<file path="config.mk">
export PLATFORM = sky130hd
export DESIGN_NAME = ex_mem_reg
export DESIGN_NICKNAME = d
export VERILOG_FILES = /design/src/rtl/ex_mem_reg.sv
export SDC_FILE = /design/constraint.sdc
export NUM_CORES = 1
export LEC_CHECK = 0
export CAP_MARGIN = 40
export CORE_ASPECT_RATIO = 0.5
export CORE_UTILIZATION = 25
export DETAILED_ROUTE_END_ITERATION = 10
export PLACE_DENSITY_LB_ADDON = 0.2
export SETUP_SLACK_MARGIN = 0.2
export SLEW_MARGIN = 10
export SYNTH_ARGS = -nofsm -noshare
export SYNTH_HDL_FRONTEND = slang
export SYNTH_SLANG_ARGS = --single-unit
export TNS_END_PERCENT = 100
</file>
<file path="constraint.sdc">
create_clock -name clk -period 3.5 [get_ports clk]
set_input_delay 0.525 -clock clk [delete_from_list [all_inputs] [get_ports clk]]
set_output_delay 0.525 -clock clk [all_outputs]
set_load 0.1 [all_outputs]
</file>
<file path="src/rtl/ex_mem_reg.sv">
// E->M pipeline register: classifies ALU results into Ov/AdEL/AdES exception codes.
// Optional address-map fault checking is enabled by defining ADDR_RANGE_CHECK_EN.
module ex_mem_reg #(
  parameter logic [31:0] DM_END   = 32'h0000_2FFF,
  parameter logic [31:0] TC0_BASE = 32'h0000_7F00,
  parameter logic [31:0] TC1_BASE = 32'h0000_7F10,
  parameter logic [31:0] IG_BASE  = 32'h0000_7F20
) (
  input  logic        clk,
  input  logic        reset,
  input  logic        stall,
  input  logic        flush,
  input  logic [31:0] e_pc,
  input  logic        e_bd,
  input  logic [4:0]  e_exc,
  input  logic [31:0] e_alu_res,
  input  logic        e_alu_ov,
  input  logic        e_arith_ov,
  input  logic        e_load,
  input  logic        e_store,
  input  logic [1:0]  e_width,
  input  logic [31:0] e_st_data,
  input  logic [4:0]  e_rd_addr,
  output logic [31:0] m_pc,
  output logic        m_bd,
  output logic [4:0]  m_exc,
  output logic [31:0] m_alu_res,
  output logic        m_load,
  output logic        m_store,
  output logic [1:0]  m_width,
  output logic [31:0] m_st_data,
  output logic [4:0]  m_rd_addr,
  output logic        m_mem_we,
  output logic        m_rf_we
);

  localparam logic [4:0] EXC_NONE = 5'd0;
  localparam logic [4:0] EXC_ADEL = 5'd4;
  localparam logic [4:0] EXC_ADES = 5'd5;
  localparam logic [4:0] EXC_OV   = 5'd12;

`ifdef ADDR_RANGE_CHECK_EN
  localparam logic RANGE_CHECK = 1'b1;
`else
  localparam logic RANGE_CHECK = 1'b0;
`endif

  // Natural alignment: words on 4 bytes, halves on 2, bytes anywhere.
  function automatic logic misaligned(input logic [1:0] width, input logic [1:0] lsb);
    logic bad;
    case (width)
      2'd0:    bad = (lsb != 2'd0);
      2'd1:    bad = lsb[0];
      default: bad = 1'b0;
    endcase
    return bad;
  endfunction

  function automatic logic in_window(input logic [31:0] addr, input logic [31:0] base,
                                     input logic [31:0] size);
    return (addr >= base) && (addr <= base + size - 32'd1);
  endfunction

  // Address map fault: unmapped, sub-word timer access, or a write to a timer count.
  function automatic logic addr_fault(input logic is_store, input logic [1:0] width,
                                      input logic [31:0] addr);
    logic in_dm;
    logic in_tc;
    logic in_ig;
    logic bad;
    in_dm = (addr <= DM_END);
    in_tc = in_window(addr, TC0_BASE, 32'd12) || in_window(addr, TC1_BASE, 32'd12);
    in_ig = in_window(addr, IG_BASE, 32'd4);
    bad   = 1'b0;
    if (!(in_dm || in_tc || in_ig)) begin
      bad = 1'b1;
    end else if (in_tc && (width != 2'd0)) begin
      bad = 1'b1;
    end else if (is_store && ((addr == TC0_BASE + 32'd8) || (addr == TC1_BASE + 32'd8))) begin
      bad = 1'b1;
    end else begin
      bad = 1'b0;
    end
    return bad;
  endfunction

  function automatic logic [4:0] classify_exc(
    input logic [4:0]  exc_in,
    input logic        arith_ov,
    input logic        alu_ov,
    input logic        is_load,
    input logic        is_store,
    input logic [1:0]  width,
    input logic [31:0] addr
  );
    logic       mem;
    logic [4:0] fault;
    logic [4:0] code;
    mem   = is_load | is_store;
    fault = is_load ? EXC_ADEL : EXC_ADES;
    if (exc_in != EXC_NONE) begin
      code = exc_in;
    end else if (arith_ov && alu_ov) begin
      code = EXC_OV;
    end else if (mem && alu_ov) begin
      code = fault;
    end else if (mem && misaligned(width, addr[1:0])) begin
      code = fault;
    end else if (RANGE_CHECK && mem && addr_fault(is_store, width, addr)) begin
      code = fault;
    end else begin
      code = EXC_NONE;
    end
    return code;
  endfunction

  logic [31:0] pc_q,     pc_d;
  logic        bd_q,     bd_d;
  logic [4:0]  exc_q,    exc_d;
  logic [31:0] res_q,    res_d;
  logic        load_q,   load_d;
  logic        store_q,  store_d;
  logic [1:0]  width_q,  width_d;
  logic [31:0] sdata_q,  sdata_d;
  logic [4:0]  rd_q,     rd_d;
  logic        mem_we_q, mem_we_d;
  logic        rf_we_q,  rf_we_d;

  logic        store_only_s;
  logic [4:0]  exc_new_s;

  // A simultaneous load+store is treated as a load, so the store bit is dropped.
  assign store_only_s = e_store & ~e_load;
  assign exc_new_s    = classify_exc(e_exc, e_arith_ov, e_alu_ov, e_load, store_only_s,
                                     e_width, e_alu_res);

  // Next-state selection: flush inserts a bubble, stall holds, otherwise capture.
  always_comb begin
    pc_d     = pc_q;
    bd_d     = bd_q;
    exc_d    = exc_q;
    res_d    = res_q;
    load_d   = load_q;
    store_d  = store_q;
    width_d  = width_q;
    sdata_d  = sdata_q;
    rd_d     = rd_q;
    mem_we_d = mem_we_q;
    rf_we_d  = rf_we_q;
    if (flush) begin
      pc_d     = 32'd0;
      bd_d     = 1'b0;
      exc_d    = EXC_NONE;
      res_d    = 32'd0;
      load_d   = 1'b0;
      store_d  = 1'b0;
      width_d  = 2'd0;
      sdata_d  = 32'd0;
      rd_d     = 5'd0;
      mem_we_d = 1'b0;
      rf_we_d  = 1'b0;
    end else if (!stall) begin
      pc_d     = e_pc;
      bd_d     = e_bd;
      exc_d    = exc_new_s;
      res_d    = e_alu_res;
      load_d   = e_load;
      store_d  = store_only_s;
      width_d  = e_width;
      sdata_d  = e_st_data;
      rd_d     = e_rd_addr;
      mem_we_d = store_only_s && (exc_new_s == EXC_NONE);
      rf_we_d  = (e_rd_addr != 5'd0) && (exc_new_s == EXC_NONE);
    end else begin
      pc_d = pc_q;
    end
  end

  // Pipeline register with synchronous reset to a bubble.
  always_ff @(posedge clk) begin
    if (reset) begin
      pc_q     <= 32'd0;
      bd_q     <= 1'b0;
      exc_q    <= EXC_NONE;
      res_q    <= 32'd0;
      load_q   <= 1'b0;
      store_q  <= 1'b0;
      width_q  <= 2'd0;
      sdata_q  <= 32'd0;
      rd_q     <= 5'd0;
      mem_we_q <= 1'b0;
      rf_we_q  <= 1'b0;
    end else begin
      pc_q     <= pc_d;
      bd_q     <= bd_d;
      exc_q    <= exc_d;
      res_q    <= res_d;
      load_q   <= load_d;
      store_q  <= store_d;
      width_q  <= width_d;
      sdata_q  <= sdata_d;
      rd_q     <= rd_d;
      mem_we_q <= mem_we_d;
      rf_we_q  <= rf_we_d;
    end
  end

  assign m_pc      = pc_q;
  assign m_bd      = bd_q;
  assign m_exc     = exc_q;
  assign m_alu_res = res_q;
  assign m_load    = load_q;
  assign m_store   = store_q;
  assign m_width   = width_q;
  assign m_st_data = sdata_q;
  assign m_rd_addr = rd_q;
  assign m_mem_we  = mem_we_q;
  assign m_rf_we   = rf_we_q;

endmodule

</file>
## Yosys cells after proc, flatten, opt, wreduce, memory -nomap -nowiden

Cells that the tools add are included.

| cells by class | value |
|---|---|
| divide/modulo/power cells | 0 |
| mux-type cells | 9 |
| reductions and logical operators | 11 |
| shift-type cells | 0 |
| add/sub/neg operators | 0 |
| $lt $le $gt $ge | 0 |
| multiply operators | 0 |
| bitwise logic cells | 3 |
| eq/ne operators | 1 |

Operators with widths:

| cell | number |
|---|---|
| $reduce_bool A5 Y1 | 2 |
| $mux W3 | 2 |
| $logic_and A1 B1 Y1 | 5 |
| $logic_not A5 Y1 | 1 |
| $mux W5 | 1 |
| $mux W1 | 4 |
| $mux W4 | 1 |
| $eq A2 B1 Y1 const B | 1 |
| $logic_not A2 Y1 | 1 |
| $pmux W1 S2 | 1 |
| $reduce_bool A2 Y1 | 1 |
| $reduce_or A2 Y1 | 1 |
| $and A1 B1 Y1 | 1 |
| $not A1 Y1 | 1 |
| $or A1 B1 Y1 | 1 |

| word-level totals | value |
|---|---|
| bits of input ports | 117 |
| RAM bits | 0 |
| memory bits (read-only) | 0 |
| register bits | 113 |
| memories | 0 |
| latch bits | 0 |
| logic and storage cells | 35 |

## Depth between registers and ports, before layout

| depth | value |
|---|---|
| depth after elaboration | 14 |
| gate-level depth with buffers | 5 |
| depth with buffers taken out | 4 |

## Least setup slack after synthesis

No wires, ideal clock.

| timing | value |
|---|---|
| path kind | in2reg |
| start | input stall |
| end | register res_q[27], in the netlist m_alu_res[27] |
| path slack | 2.021 ns |
| data arrival time | 1.361 ns |
| stages | 5 |
| required time | 3.382 ns |
| setup time | 0.118 ns |
| path through | buf_2 -> buf_2 -> buf_2 -> mux2i_1 -> nor2_1 |

RTL lines:

| what | RTL line | source |
|---|---|---|
| start, declared | 11 | `input logic stall,` |
| end signal, assigned | 197 | `res_q <= res_d;` |
| end, declared | 120 | `logic [31:0] res_q, res_d;` |

## Worst setup path after layout

| timing | value |
|---|---|
| start | register sdata_q[23], in the netlist m_st_data[23] |
| end | output m_st_data[23] |

RTL lines:

| what | RTL line | source |
|---|---|---|
| start, declared | 124 | `logic [31:0] sdata_q, sdata_d;` |
| start signal, assigned | 201 | `sdata_q <= sdata_d;` |
| end, declared | 31 | `output logic [31:0] m_st_data,` |

No word-level cell between the ends.

==> qor.yml <==
hold_path:
  hold_path_class: "reg -> reg"
  holdPathEnd: "m_mem_we$_SDFFE_PP0N_"
  min_path_cells: 2
  hold_start: "m_mem_we$_SDFFE_PP0N_"
sta:
  drv_slew: 0
  period_minus_slack_ns: 2.06
  hold_violations: 0
  setup_tns_ns: 0
  rsz0062_at_grt: "no"
  clock_skew_ns: 0
  clock.fmax_mhz: 487
  post-route-period-util_pct: 58.7
  worst_pin_slew_ns: 0.833
  max-slew-margin-rel_pct: 44.5
  setup_viol: 0
route:
  wirelength_um: 13300
  routedWlPerCell_um: 13.9
  viasPerCell: 4.13
  drcViolationCount: 0
  drtIter0Drc: 154
  ant_nets: 0
  num_vias: 3961
  firstDrtPassIters: 4
synth:
  syn_inst: 387
  ys_seq_elements: 113
  netlist_area_mm2: 0.00407
  syn_avg_cell_area_um2: 10.5
  synth.distinct_cells: 28
  synth_edf_count: 0
  synth_top_cell_by_area: "dfxtp_1"
  synth_area_leaders: "dfxtp_1 56%, mux2i_1 26%, nor2_1 11%"
  syn_nets: 504
  async_flop_share_pct: 0
  ys_seq_area_share_pct: 55.6
  synthFlopType: "dfxtp_1"
  yosysTopAreaCellShare_pct: 55.6
  synth_common_cells: "116 x nor2_1, 113 x dfxtp_1, 107 x mux2i_1"
  synth-warning-count: 0
  yosysMostFrequentCell: "nor2_1"
final_layout:
  final_util_pct: 60.0
  fin_nets: 843
  num_antenna_cells: 0
  drive_above_1_share_pct: 20.6
  fill_cells: 1231
  area_growth_pct: 131
global_routing:
  grtUsageTotal_pct: 16.2
  overflow: 0
  first_global_vias: 4111
  grt_pass1_wl_um: 21300
  grt_max_degree: 70
  grt_antenna_before_repair: 0
placed_design:
  dp_hpwl_um: 9730
  place.gp.congestion: 0.720
  portBuffers: 229
die:
  start_util_pct: 26.0
  coreArea_mm2: 0.0157
  die_area_mm2: 0.0168
  die_y_um: 92.2
  num_rows: 32
  die_w_um: 182
  pin_count: 230
clock_tree:
  cts_buffers: 17
  cts_setup_buffers: 0
  ctsResizeCount: 0
  hold_buffers: 0
  cts-root-buf: "clkbuf_16"
  clk_pin_slew_ns: 0.05
  cts_tree: "yes"
  clk_latency_ns: 0.39
  clk_path_buf_depth: 2
  clock-sinks: 113
  h-tree-depth: 4
critical_path:
  crit_path_end_kind: "output pin"
  crit_fanout: 2
  path_class: "reg -> out"
  rr_startpoint: "m_exc[2]$_SDFFE_PP0N_"
  worst_setup_path_start_kind: "register"
  rrSetupSlack_ns: 2.73
  worstPathRequired_ns: 2.97
  cp_top_family: "buffers and inverters"
  critPathBufInv: 2
  crit_cells: 2
  arrival_ns: 1.53
  critical_path.cell_chain: "clkdlybuf4s50_1 > buf_16"
  r2r_end: "m_exc[2]$_SDFFE_PP0N_"
  slowest_delay_ns: 0.60
  crit_slowest_cell: "clkdlybuf4s50_1"
  rr_worst_depth: 2
pwr:
  leakagePower_uw: 0.00393
  power_density_mw_per_mm2: 450
  peakVddDrop_mv: 0.426
flow_run:
  cap_violations: 0
run_status:
  status: "finished, final reports clean"
-- report_power, final --
| group | leakage [uW] | internal [uW] | total (uW) | switching [uW] |
|---|---|---|---|---|
| logic | 0.00268 | 391 | 864 | 472 |
| registers | 0.000921 | 1330 | 1350 | 21.0 |
| clock network | 0.000323 | 1380 | 2010 | 630 |
| total | 0.00393 | 3100 | 4220 | 1120 |
-- cells in the final DEF (no fill, tap or decap), types with 2 or more instances in the layout --
master             n
nor2_1           116
clkbuf_16         17
buf_12             2
clkdlybuf4s50_1  228
o21ai_0            3
dfxtp_1          113
inv_1              2
nand3_1            2
bufinv_16          6
buf_16            35
a21oi_1            2
buf_8             78
clkbuf_8           2
clkinv_4           2
clkinvlp_4         3
mux2i_1          107
-- worst reg2reg max path: cells and delay by family (launching register included) --
kind / cells / cell delay [ns]
flops: 1 / 0.32
compound gates: 2 / 0.35
-- layout make-up --
| type | instances | area (um2) | share of cell area, % |
|---|---|---|---|
| clock buffers | 20 | 457 | 4.86 |
| clock inverters | 12 | 229 | 2.44 |
| well taps | 221 | 277 | 2.95 |
| flip-flops and latches | 113 | 2260 | 24.1 |
| multi-input cells | 247 | 1680 | 17.9 |
| repair buffers | 345 | 4480 | 47.7 |
| inverters | 2 | 7.51 | 0.0800 |
-- through the flow --
stage	setup WS, ns	instances	total power, uW	cell area, um2	hold slack [ns]
after floorplan	2.02	387	1820	4070	0.665
after global placement	1.33	815	2070	6570	0.466
after detailed placement	1.30	928	2240	8700	0.475
after CTS	1.42	960	4280	9390	0.487
after global routing	1.38	960	4380	9390	0.496
final	1.44	960	4220	9390	0.481
-- how the worst max path moves through the flow --
stage | from | endpoint
2_1_floorplan | stall | m_alu_res[27]$_SDFFE_PP0N_
5_1_grt | m_alu_res[31]$_SDFFE_PP0N_ | m_alu_res[31]
4_1_cts | m_st_data[23]$_SDFFE_PP0N_ | m_st_data[23]
3_3_place_gp | flush | m_st_data[10]$_SDFFE_PP0N_
6_report | m_st_data[23]$_SDFFE_PP0N_ | m_st_data[23]
3_5_place_dp | reset | m_pc[31]$_SDFFE_PP0N_
-- cell families (layout without fill, tap and decap cells) --
group	Yosys count	in the layout	share of synthesized area, %
flip-flops	113	113	55.6
AND/OR/NAND/NOR	127	127	12.5
buffers and inverters	27	379	3.08
multiplexers	107	107	26.3
AO/OA/AOI/OAI	13	13	2.49
-- metal layers --
| metal | wire length, um | track usage, % |
|---|---|---|
| met5 | 0 | 0 |
| met1 | 5250 | 16.9 |
| met4 | 197 | 6.51 |
| met2 | 7340 | 31.4 |
| met3 | 513 | 3.85 |
-- flip-flops by register name, summed over array words and instances, names as in the netlist --
signal / count
m_store: 1
m_mem_we: 1
m_st_data: 32
m_bd: 1
m_rd_addr: 5
m_rf_we: 1
m_load: 1
m_width: 2
m_alu_res: 32
m_exc: 5
m_pc: 32
Power figures use the tool's default switching activity.
